## src/rtl/conv_1st_ofmap_collect.sv

```systemverilog
// First-layer conv result collector: bias, ReLU, requantize,
// buffer two tiles and serialize lanes with feature-map addresses.
module conv_1st_ofmap_collect #(
  parameter int LANES  = 6,
  parameter int ACC_W  = 20,
  parameter int BIAS_W = 16,
  parameter int OUT_W  = 8,
  parameter int SHIFT  = 8,
  parameter int CH     = 32,
  parameter int TILES  = 2,
  parameter int PASSES = 16
) (
  input  logic                   clk,
  input  logic                   rst_n,
  input  logic                   valid_i,
  input  logic [4:0]             ch_i,
  input  logic [LANES*ACC_W-1:0] psum_i,
  input  logic [BIAS_W-1:0]      bias_i,
  output logic                   out_valid,
  input  logic                   out_ready,
  output logic [OUT_W-1:0]       out_data,
  output logic [15:0]            out_addr,
  output logic [4:0]             out_ch,
  output logic                   seq_err,
  output logic                   ovf_err,
  output logic                   layer_done
);

  localparam int SW = ACC_W + 1;
  localparam int TW = (TILES > 1) ? $clog2(TILES) : 1;
  localparam int PW = (PASSES > 1) ? $clog2(PASSES) : 1;
  localparam int LW = (LANES > 1) ? $clog2(LANES) : 1;
  localparam int VW = LANES * OUT_W;

  typedef enum logic {S_IDLE, S_EMIT} state_t;

  state_t state, state_n;

  logic [TW-1:0] tile;
  logic [4:0]    ch;
  logic [PW-1:0] pass;
  logic [LW-1:0] lane;

  logic [VW-1:0] f_data [2];
  logic [TW-1:0] f_tile [2];
  logic [4:0]    f_ch   [2];
  logic [PW-1:0] f_pass [2];
  logic          f_last [2];
  logic          rd_ptr;
  logic          wr_ptr;
  logic [1:0]    count;

  logic [VW-1:0] proc;
  logic          pop;
  logic          accept;
  logic          last_tag;

  function automatic logic [OUT_W-1:0] requant(
    input logic [ACC_W-1:0]  p,
    input logic [BIAS_W-1:0] b
  );
    logic [SW-1:0] s;
    logic [SW:0]   r;
    s = {{(SW-ACC_W){p[ACC_W-1]}}, p}
      + {{(SW-BIAS_W){b[BIAS_W-1]}}, b};
    r = {1'b0, s} + (SW+1)'(1 << (SHIFT-1));
    r = r >> SHIFT;
    if (s[SW-1])
      return '0;
    else if (|r[SW:OUT_W])
      return '1;
    else
      return r[OUT_W-1:0];
  endfunction

  assign pop = (state == S_EMIT) && out_ready
            && (lane == LW'(LANES-1));
  assign accept = valid_i && ((count != 2'd2) || pop);
  assign last_tag = (tile == TW'(TILES-1))
                 && (ch == 5'(CH-1))
                 && (pass == PW'(PASSES-1));

  // Per-lane bias, ReLU and rounded requantization of the incoming pulse
  always_comb begin
    proc = '0;
    for (int l = 0; l < LANES; l++)
      proc[l*OUT_W +: OUT_W] = requant(psum_i[l*ACC_W +: ACC_W], bias_i);
  end

  // Two-entry result buffer; a full buffer frees a slot on a same-cycle pop
  always_ff @(posedge clk or negedge rst_n) begin
    if (!rst_n) begin
      rd_ptr <= 1'b0;
      wr_ptr <= 1'b0;
      count  <= 2'd0;
      for (int i = 0; i < 2; i++) begin
        f_data[i] <= '0;
        f_tile[i] <= '0;
        f_ch[i]   <= '0;
        f_pass[i] <= '0;
        f_last[i] <= 1'b0;
      end
    end else begin
      if (accept) begin
        f_data[wr_ptr] <= proc;
        f_tile[wr_ptr] <= tile;
        f_ch[wr_ptr]   <= ch;
        f_pass[wr_ptr] <= pass;
        f_last[wr_ptr] <= last_tag;
        wr_ptr <= ~wr_ptr;
      end
      if (pop)
        rd_ptr <= ~rd_ptr;
      if (accept && !pop)
        count <= count + 2'd1;
      else if (!accept && pop)
        count <= count - 2'd1;
    end
  end

  // Expected tile/channel/pass position, advanced per accepted pulse
  always_ff @(posedge clk or negedge rst_n) begin
    if (!rst_n) begin
      tile <= '0;
      ch   <= '0;
      pass <= '0;
    end else if (accept) begin
      if (tile == TW'(TILES-1)) begin
        tile <= '0;
        if (ch == 5'(CH-1)) begin
          ch <= '0;
          if (pass == PW'(PASSES-1))
            pass <= '0;
          else
            pass <= pass + PW'(1);
        end else begin
          ch <= ch + 5'd1;
        end
      end else begin
        tile <= tile + TW'(1);
      end
    end
  end

  // Lane pointer within the head entry, advanced per handshake
  always_ff @(posedge clk or negedge rst_n) begin
    if (!rst_n)
      lane <= '0;
    else if (pop)
      lane <= '0;
    else if (out_valid && out_ready)
      lane <= lane + LW'(1);
  end

  // Sticky sequence and overflow flags
  always_ff @(posedge clk or negedge rst_n) begin
    if (!rst_n) begin
      seq_err <= 1'b0;
      ovf_err <= 1'b0;
    end else begin
      if (accept && (ch_i != ch))
        seq_err <= 1'b1;
      if (valid_i && !accept)
        ovf_err <= 1'b1;
    end
  end

  // Layer completion pulse once the final tagged entry drains
  always_ff @(posedge clk or negedge rst_n) begin
    if (!rst_n)
      layer_done <= 1'b0;
    else
      layer_done <= pop && f_last[rd_ptr];
  end

  // Serializer state register
  always_ff @(posedge clk or negedge rst_n) begin
    if (!rst_n)
      state <= S_IDLE;
    else
      state <= state_n;
  end

  // Serializer next state: wake on capture, sleep when last entry pops
  always_comb begin
    state_n = state;
    unique case (state)
      S_IDLE:
        if (accept)
          state_n = S_EMIT;
      S_EMIT:
        if (pop && (count == 2'd1) && !accept)
          state_n = S_IDLE;
    endcase
  end

  // Serializer outputs: current lane of the head entry and its address
  always_comb begin
    out_valid = (state == S_EMIT);
    out_data  = f_data[rd_ptr][lane*OUT_W +: OUT_W];
    out_ch    = f_ch[rd_ptr];
    out_addr  = 16'(f_ch[rd_ptr]) * 16'(PASSES*TILES*LANES)
              + (16'(f_pass[rd_ptr]) * 16'(TILES)
              + 16'(f_tile[rd_ptr])) * 16'(LANES)
              + 16'(lane);
  end

endmodule

```

## config.mk

```make
export PLATFORM = sky130hd
export DESIGN_NAME = conv_1st_ofmap_collect
export DESIGN_NICKNAME = d
export VERILOG_FILES = /design/src/rtl/conv_1st_ofmap_collect.sv
export SDC_FILE = /design/constraint.sdc
export NUM_CORES = 1
export LEC_CHECK = 0
export CAP_MARGIN = 20
export CORE_ASPECT_RATIO = 1.2
export CORE_MARGIN = 4
export CORE_UTILIZATION = 45
export CTS_CLUSTER_SIZE = 16
export DETAILED_ROUTE_END_ITERATION = 16
export GPL_ROUTABILITY_DRIVEN = 0
export PLACE_DENSITY = 0.67
export SYNTH_ARGS = -nofsm -noshare
export SYNTH_HDL_FRONTEND = slang
export SYNTH_SLANG_ARGS = --single-unit
```

## constraint.sdc

```tcl
create_clock -name clk -period 5.4 [get_ports clk]
set_input_delay 0.81 -clock clk [delete_from_list [all_inputs] [get_ports clk]]
set_output_delay 0.81 -clock clk [all_outputs]
set_load 0.01 [all_outputs]
```

# Word level (Yosys, flattened, before mapping)
# Index checks and enable logic that the tools add are counted.
[word_totals] reg_bits=139 output_inout_bits=33 elab_cells=135 input_bits=145
[classes] n_reduce_logical=26 mux=50 bitwise=5 order_cmp=3 n_eq_ne=6 n_shift=1 add_sub_neg=21 mul=2
[op_table] op="$mux W48" n=4
[op_table] op="$add A21 B8 Y22 const B" n=6
[op_table] op="$add A20 B16 Y21" n=6
[op_table] op="$bwmux W96" n=1
[op_table] op="$mux W8" n=12
[op_table] op="$demux W48 S1" n=1
[op_table] op="$shiftx A48 B7 Y8" n=1
[op_table] op="$reduce_or A6 Y1" n=6
[op_table] op="$mux W5" n=5
[op_table] op="$mux W4" n=5
[op_table] op="$add A14 B3 Y15" n=1
[op_table] op="$add A13 B9 Y14" n=1
[op_table] op="$logic_and A1 B1 Y1" n=13
[op_table] op="$bwmux W10" n=1
[op_table] op="$mux W1" n=10
[op_table] op="$bwmux W8" n=1
[op_table] op="$mul A6 B2 Y8 const B" n=1
[op_table] op="$mul A5 B2 Y7 const B" n=1
[op_table] op="$add A5 B1 Y6" n=1
[op_table] op="$mux W3" n=2
[op_table] op="$add A5 B1 Y5 const B" n=1
[op_table] op="$demux W5 S1" n=1
[op_table] op="$eq A5 B5 Y1 const B" n=1
[op_table] op="$ne A5 B5 Y1" n=1
[op_table] op="23 further kinds" n=31

# Longest topological paths before layout
# Gate-level depths: netlist (run 1).
[depth] ltp_word=8 mapped_depth=17 ltp_nobuf=14

# Least setup slack after synthesis (run 1)
# No wires, ideal clock.
[synth_path] path_kind="flip-flop to output port" startpoint="reg rd_ptr" endpoint="out out_addr[11]" stages_incl_launch_ff=18 slack_ps=465 arrival_ps=4125 path_buffers=3 t_required_ps=4590 cell_sequence="dfrtp_1 clkbuf_1 buf_1 clkbuf_1 mux2_2 ha_1 fa_1 a21oi_1 nor2_1 nor2_1 xnor2_1 ha_1 nand3_1 inv_1 a31oi_1 o21bai_1 nand2_1 xor2_1"
[synth_via] elab_chain_cells=8 elab_cells_between_ends=15 classes_between="add/sub: 3; mul: 2; mux: 9; bitwise: 1"
[synth_lines] item="start, declared" line="49" source="logic rd_ptr;"
[synth_lines] item="start signal, assigned" line="113" source="rd_ptr <= ~rd_ptr;"
[synth_lines] item="$not A1 Y2 (implied by the code) (*)" line="202, 203, 204"
[synth_lines] item="$mux W1 (implied by the code) or $mux W4 (tied branches) (3 in series)" line="204, 203"
[synth_lines] item="$add A5 B1 Y6" line="204" source="+ 16'(f_tile[rd_ptr])) * 16'(LANES)"
[synth_lines] item="$mul A6 B2 Y8" line="204"
[synth_lines] item="$add A13 B9 Y14 (*)" line="203" source="+ (16'(f_pass[rd_ptr]) * 16'(TILES)"
[synth_lines] item="$add A14 B3 Y15 (*)" line="205" source="+ 16'(lane);"
[synth_lines] item="end, declared" line="22" source="output logic [15:0] out_addr,"
# Mark *: on every way between the ends. The rest lies on a longest branch, timed or not. The select of a mux whose other input is x is not followed.

# Worst setup path after layout (run 1)
[layout_path] startpoint="reg rd_ptr" endpoint="out out_addr[12]"
# Same word-level chain as after synthesis.

==> metrics, run 1 <==
Clock Path Buffers=2; pwr dens=around 400 nW/µm²; endpoint type of the worst setup path=output pin; CP required=roughly 4.6 ns; routed wire length per instance=18.7 µm; final worst-path cycle share=0.930; CTS clk-pin slew, worst paths=around 0.07 ns; clock net sink count=between 100 and 150; Post-synth EDFFs=0; VDD IR max=~0.00032 V; Lkg Pwr=7.08 nW; TritonCTS Buffers=17; placed insts=approximately 2.2k; Final Critical Period=5.02 ns; Post-CTS Setup Bufs=0; largest net degree at the start of global routing=69; async set or reset register ratio after synthesis=1.00; Detailed Route Iter0 Violations=a little under 1k; Clock Latency Late Sink=0.43 ns; Via density=6.01; worst reg-to-reg path cell count=6; synthesized area=13700 µm²; die area=33400 µm²; register bit total from synthesis=139; DRT antenna net count=0; Sw Share=0.407; first-pass GRT wire length=approximately 65000 µm; Syn Inst Count=1633; Worst Path Max Fanout=25; total wire length=41000 µm; Yosys cell types=85; commonest cells after routing, fill and taps aside=194 x nand2_1, 174 x clkdlybuf4s50_1, 142 x ha_1; vias in the first global route=roughly 13k; Max Clk Rate=approximately 0.2 GHz; Post-DP HPWL=32600 µm; Slew HR=0.339; # H-tree levels=4; total power=~6.5 mW; first drt pass iteration count=5; Startpoint Class=flop; Worst Hold End=seq_err; Worst-Margin Slew=0.985 ns; most common cell after layout, fill and taps aside=nand2_1; CP Launch Point=rd_ptr; Clk pwr share=0.186; DRC Markers=0; Initial Utilization=0.459; initial antenna violation count=0; via count=13.2k; final net count=2076; Combinational Power Share=0.536; Fillers=~2.8k; Area growth syn-to-layout=20.3%; Int Pwr=3.88 mW; Clock Skew=0.0146 ns; hold path cells=1; hold path startpoint=seq_err; hold buffers post-CTS=0; status=finished, final reports clean; worst hold path class=reg -> reg; FP Rows=69; post-synthesis sequential area ratio=0.253; maximum capacitance violations=0; fin cells=about 2.2k; CTS tree=yes; antenna diode count=0; Flop pwr share=0.279; total core area=29900 µm²; NetSw=2.66 mW; CTS root buffer=clkbuf_16; Die Y-Extent=roughly 200 µm; share of cells above drive strength 1=0.0700; Tot GR Track Use=0.239; reg2reg setup slack=1.82 ns; Fin. Hold Viols=0; Port Buf Inserts=175; RSZ-0062 raised after global routing=no; Slew Viols, Final=0; Setup TNS=0 ns; post-CTS resize count=0; Crit Path Class=reg -> out; Yosys Warn Count=0; Remaining Overflow, GRT=0; Top FF cell, synth=dfrtp_1; Final setup viols=0; worst r2r src=lane[2]; DIE WIDTH=roughly 170 µm; data arrival time of the worst path=approximately 4.2 ns; RR Endpoint=f_data[14]; Avg Cell Area, Syn=8.41 µm²; I/O pin count=between 150 and 200
-- cell families (layout without fill, tap and decap cells) --
logic type,Yosys count,in the layout,synth area share
simple gates,559,559,0.199
compound gates,498,498,0.239
fa+ha+maj,145,145,0.134
flops,139,139,0.253
buf+inv,116,281,0.0335
xor+xnor,108,108,0.0689
mux,67,67,0.0720
other cells,1,2,0.000273
-- cells in the mapped netlist (8+ instances only) --
cell type	n	share of area
nand2_1	194	0.053
ha_1	142	0.13
dfrtp_1	139	0.25
a21oi_1	113	0.041
nor2_1	112	0.031
o21ai_0	108	0.039
xnor2_1	75	0.048
clkbuf_1	51	0.014
inv_1	48	0.013
nand3_1	47	0.017
a21o_1	40	0.022
nor3_1	40	0.015
a31oi_1	33	0.015
xor2_1	33	0.021
mux2i_1	29	0.021
and3_1	24	0.011
mux4_2	24	0.039
a311oi_1	22	0.014
nand4_1	22	0.010
a22oi_1	18	0.0098
a22o_1	16	0.010
o211ai_1	15	0.0082
and2_1	14	0.0064
mux2_2	14	0.011
a211oi_1	13	0.0071
nand2b_1	13	0.0059
nor2b_1	13	0.0059
or3_1	13	0.0059
o21ai_1	12	0.0044
o21bai_1	12	0.0066
o22ai_1	12	0.0055
or2_2	12	0.0055
and4_1	11	0.0070
nor4_1	10	0.0046
o31ai_1	9	0.0049
buf_1	8	0.0022
-- flip-flops by register name, summed over array words and instances, names as in the netlist --
signal / cells
lane: 3
tile: 1
ch: 5
f_ch: 10
out_valid: 1
f_data: 96
f_last: 2
count: 2
seq_err: 1
pass: 4
rd_ptr: 1
ovf_err: 1
layer_done: 1
f_pass: 8
wr_ptr: 1
f_tile: 2
-- routing by layer --
layer	GRT usage	up-vias	share of wire
met5	0	-	0
met4	0.0872	0	0.035
met3	0.0324	76	0.056
met2	0.409	418	0.47
met1	0.310	6198	0.44
li1	-	6459	-
-- worst max-delay path: stages, from the launching register on --
cell,delay [ns]
dfrtp_2,0.59
buf_4,0.52
mux2_2,0.45
ha_1,0.23
fa_1,0.40
a21oi_1,0.14
nor2_1,0.05
nor2_1,0.10
xor2_1,0.10
or3_1,0.39
nor2_1,0.12
xnor2_1,0.12
clkdlybuf4s50_1,0.56
-- final cells by class --
type / count / area, µm² / share of cell area
Multi-Input combinational cell: 1379 / 9790 / 0.593
Sequential cell: 139 / 3480 / 0.211
Timing Repair Buffer: 200 / 1950 / 0.118
Tap cell: 390 / 488 / 0.0296
Clock buffer: 18 / 429 / 0.0260
Clock inverter: 14 / 184 / 0.0111
Inverter: 49 / 184 / 0.0111
-- worst max-delay path by stage --
stage                               to  depth (start not counted)
final                     out_addr[12]                         12
after global routing      out_addr[12]                         12
after CTS                 out_addr[12]                         12
after detailed placement    f_data[51]                         11
after global placement       f_data[4]                         11
after floorplan           out_addr[11]                         17
-- power by group through the flow --
stage / clock network [mW] / logic, mW / registers, mW
final: 1.21 / 3.50 / 1.82
after global routing: 1.27 / 3.84 / 1.88
after CTS: 1.23 / 3.50 / 1.82
after detailed placement: 0 / 3.49 / 1.84
after global placement: 0 / 3.42 / 1.82
after floorplan: 0 / 2.39 / 1.67
-- per-stage QoR --
| stage | hold WS, ns | area (µm²) | utilization | setup slack (ns) |
|---|---|---|---|---|
| 5_1_grt | 0.486 | 16500 | 0.553 | 0.104 |
| 2_1_floorplan | 0.440 | 13700 | - | 0.465 |
| 3_3_place_gp | 0.441 | 15900 | 0.532 | 0.387 |
| 4_1_cts | 0.475 | 16500 | 0.553 | 0.291 |
| 6_report | 0.467 | 16500 | 0.553 | 0.378 |
| 3_5_place_dp | 0.459 | 15900 | 0.532 | 0.264 |
(Power assumes the default switching activity.)
==> run 2, diff against run 1 <==
--- a/config.mk
+++ b/config.mk
@@ -13,6 +13,7 @@
 export DETAILED_ROUTE_END_ITERATION = 16
 export GPL_ROUTABILITY_DRIVEN = 0
 export PLACE_DENSITY = 0.67
+export SLEW_MARGIN = 5
 export SYNTH_ARGS = -nofsm -noshare
 export SYNTH_HDL_FRONTEND = slang
 export SYNTH_SLANG_ARGS = --single-unit
==> results of run 2 <==
No change in the layout: final DEF, timing and power equal those of run 1.
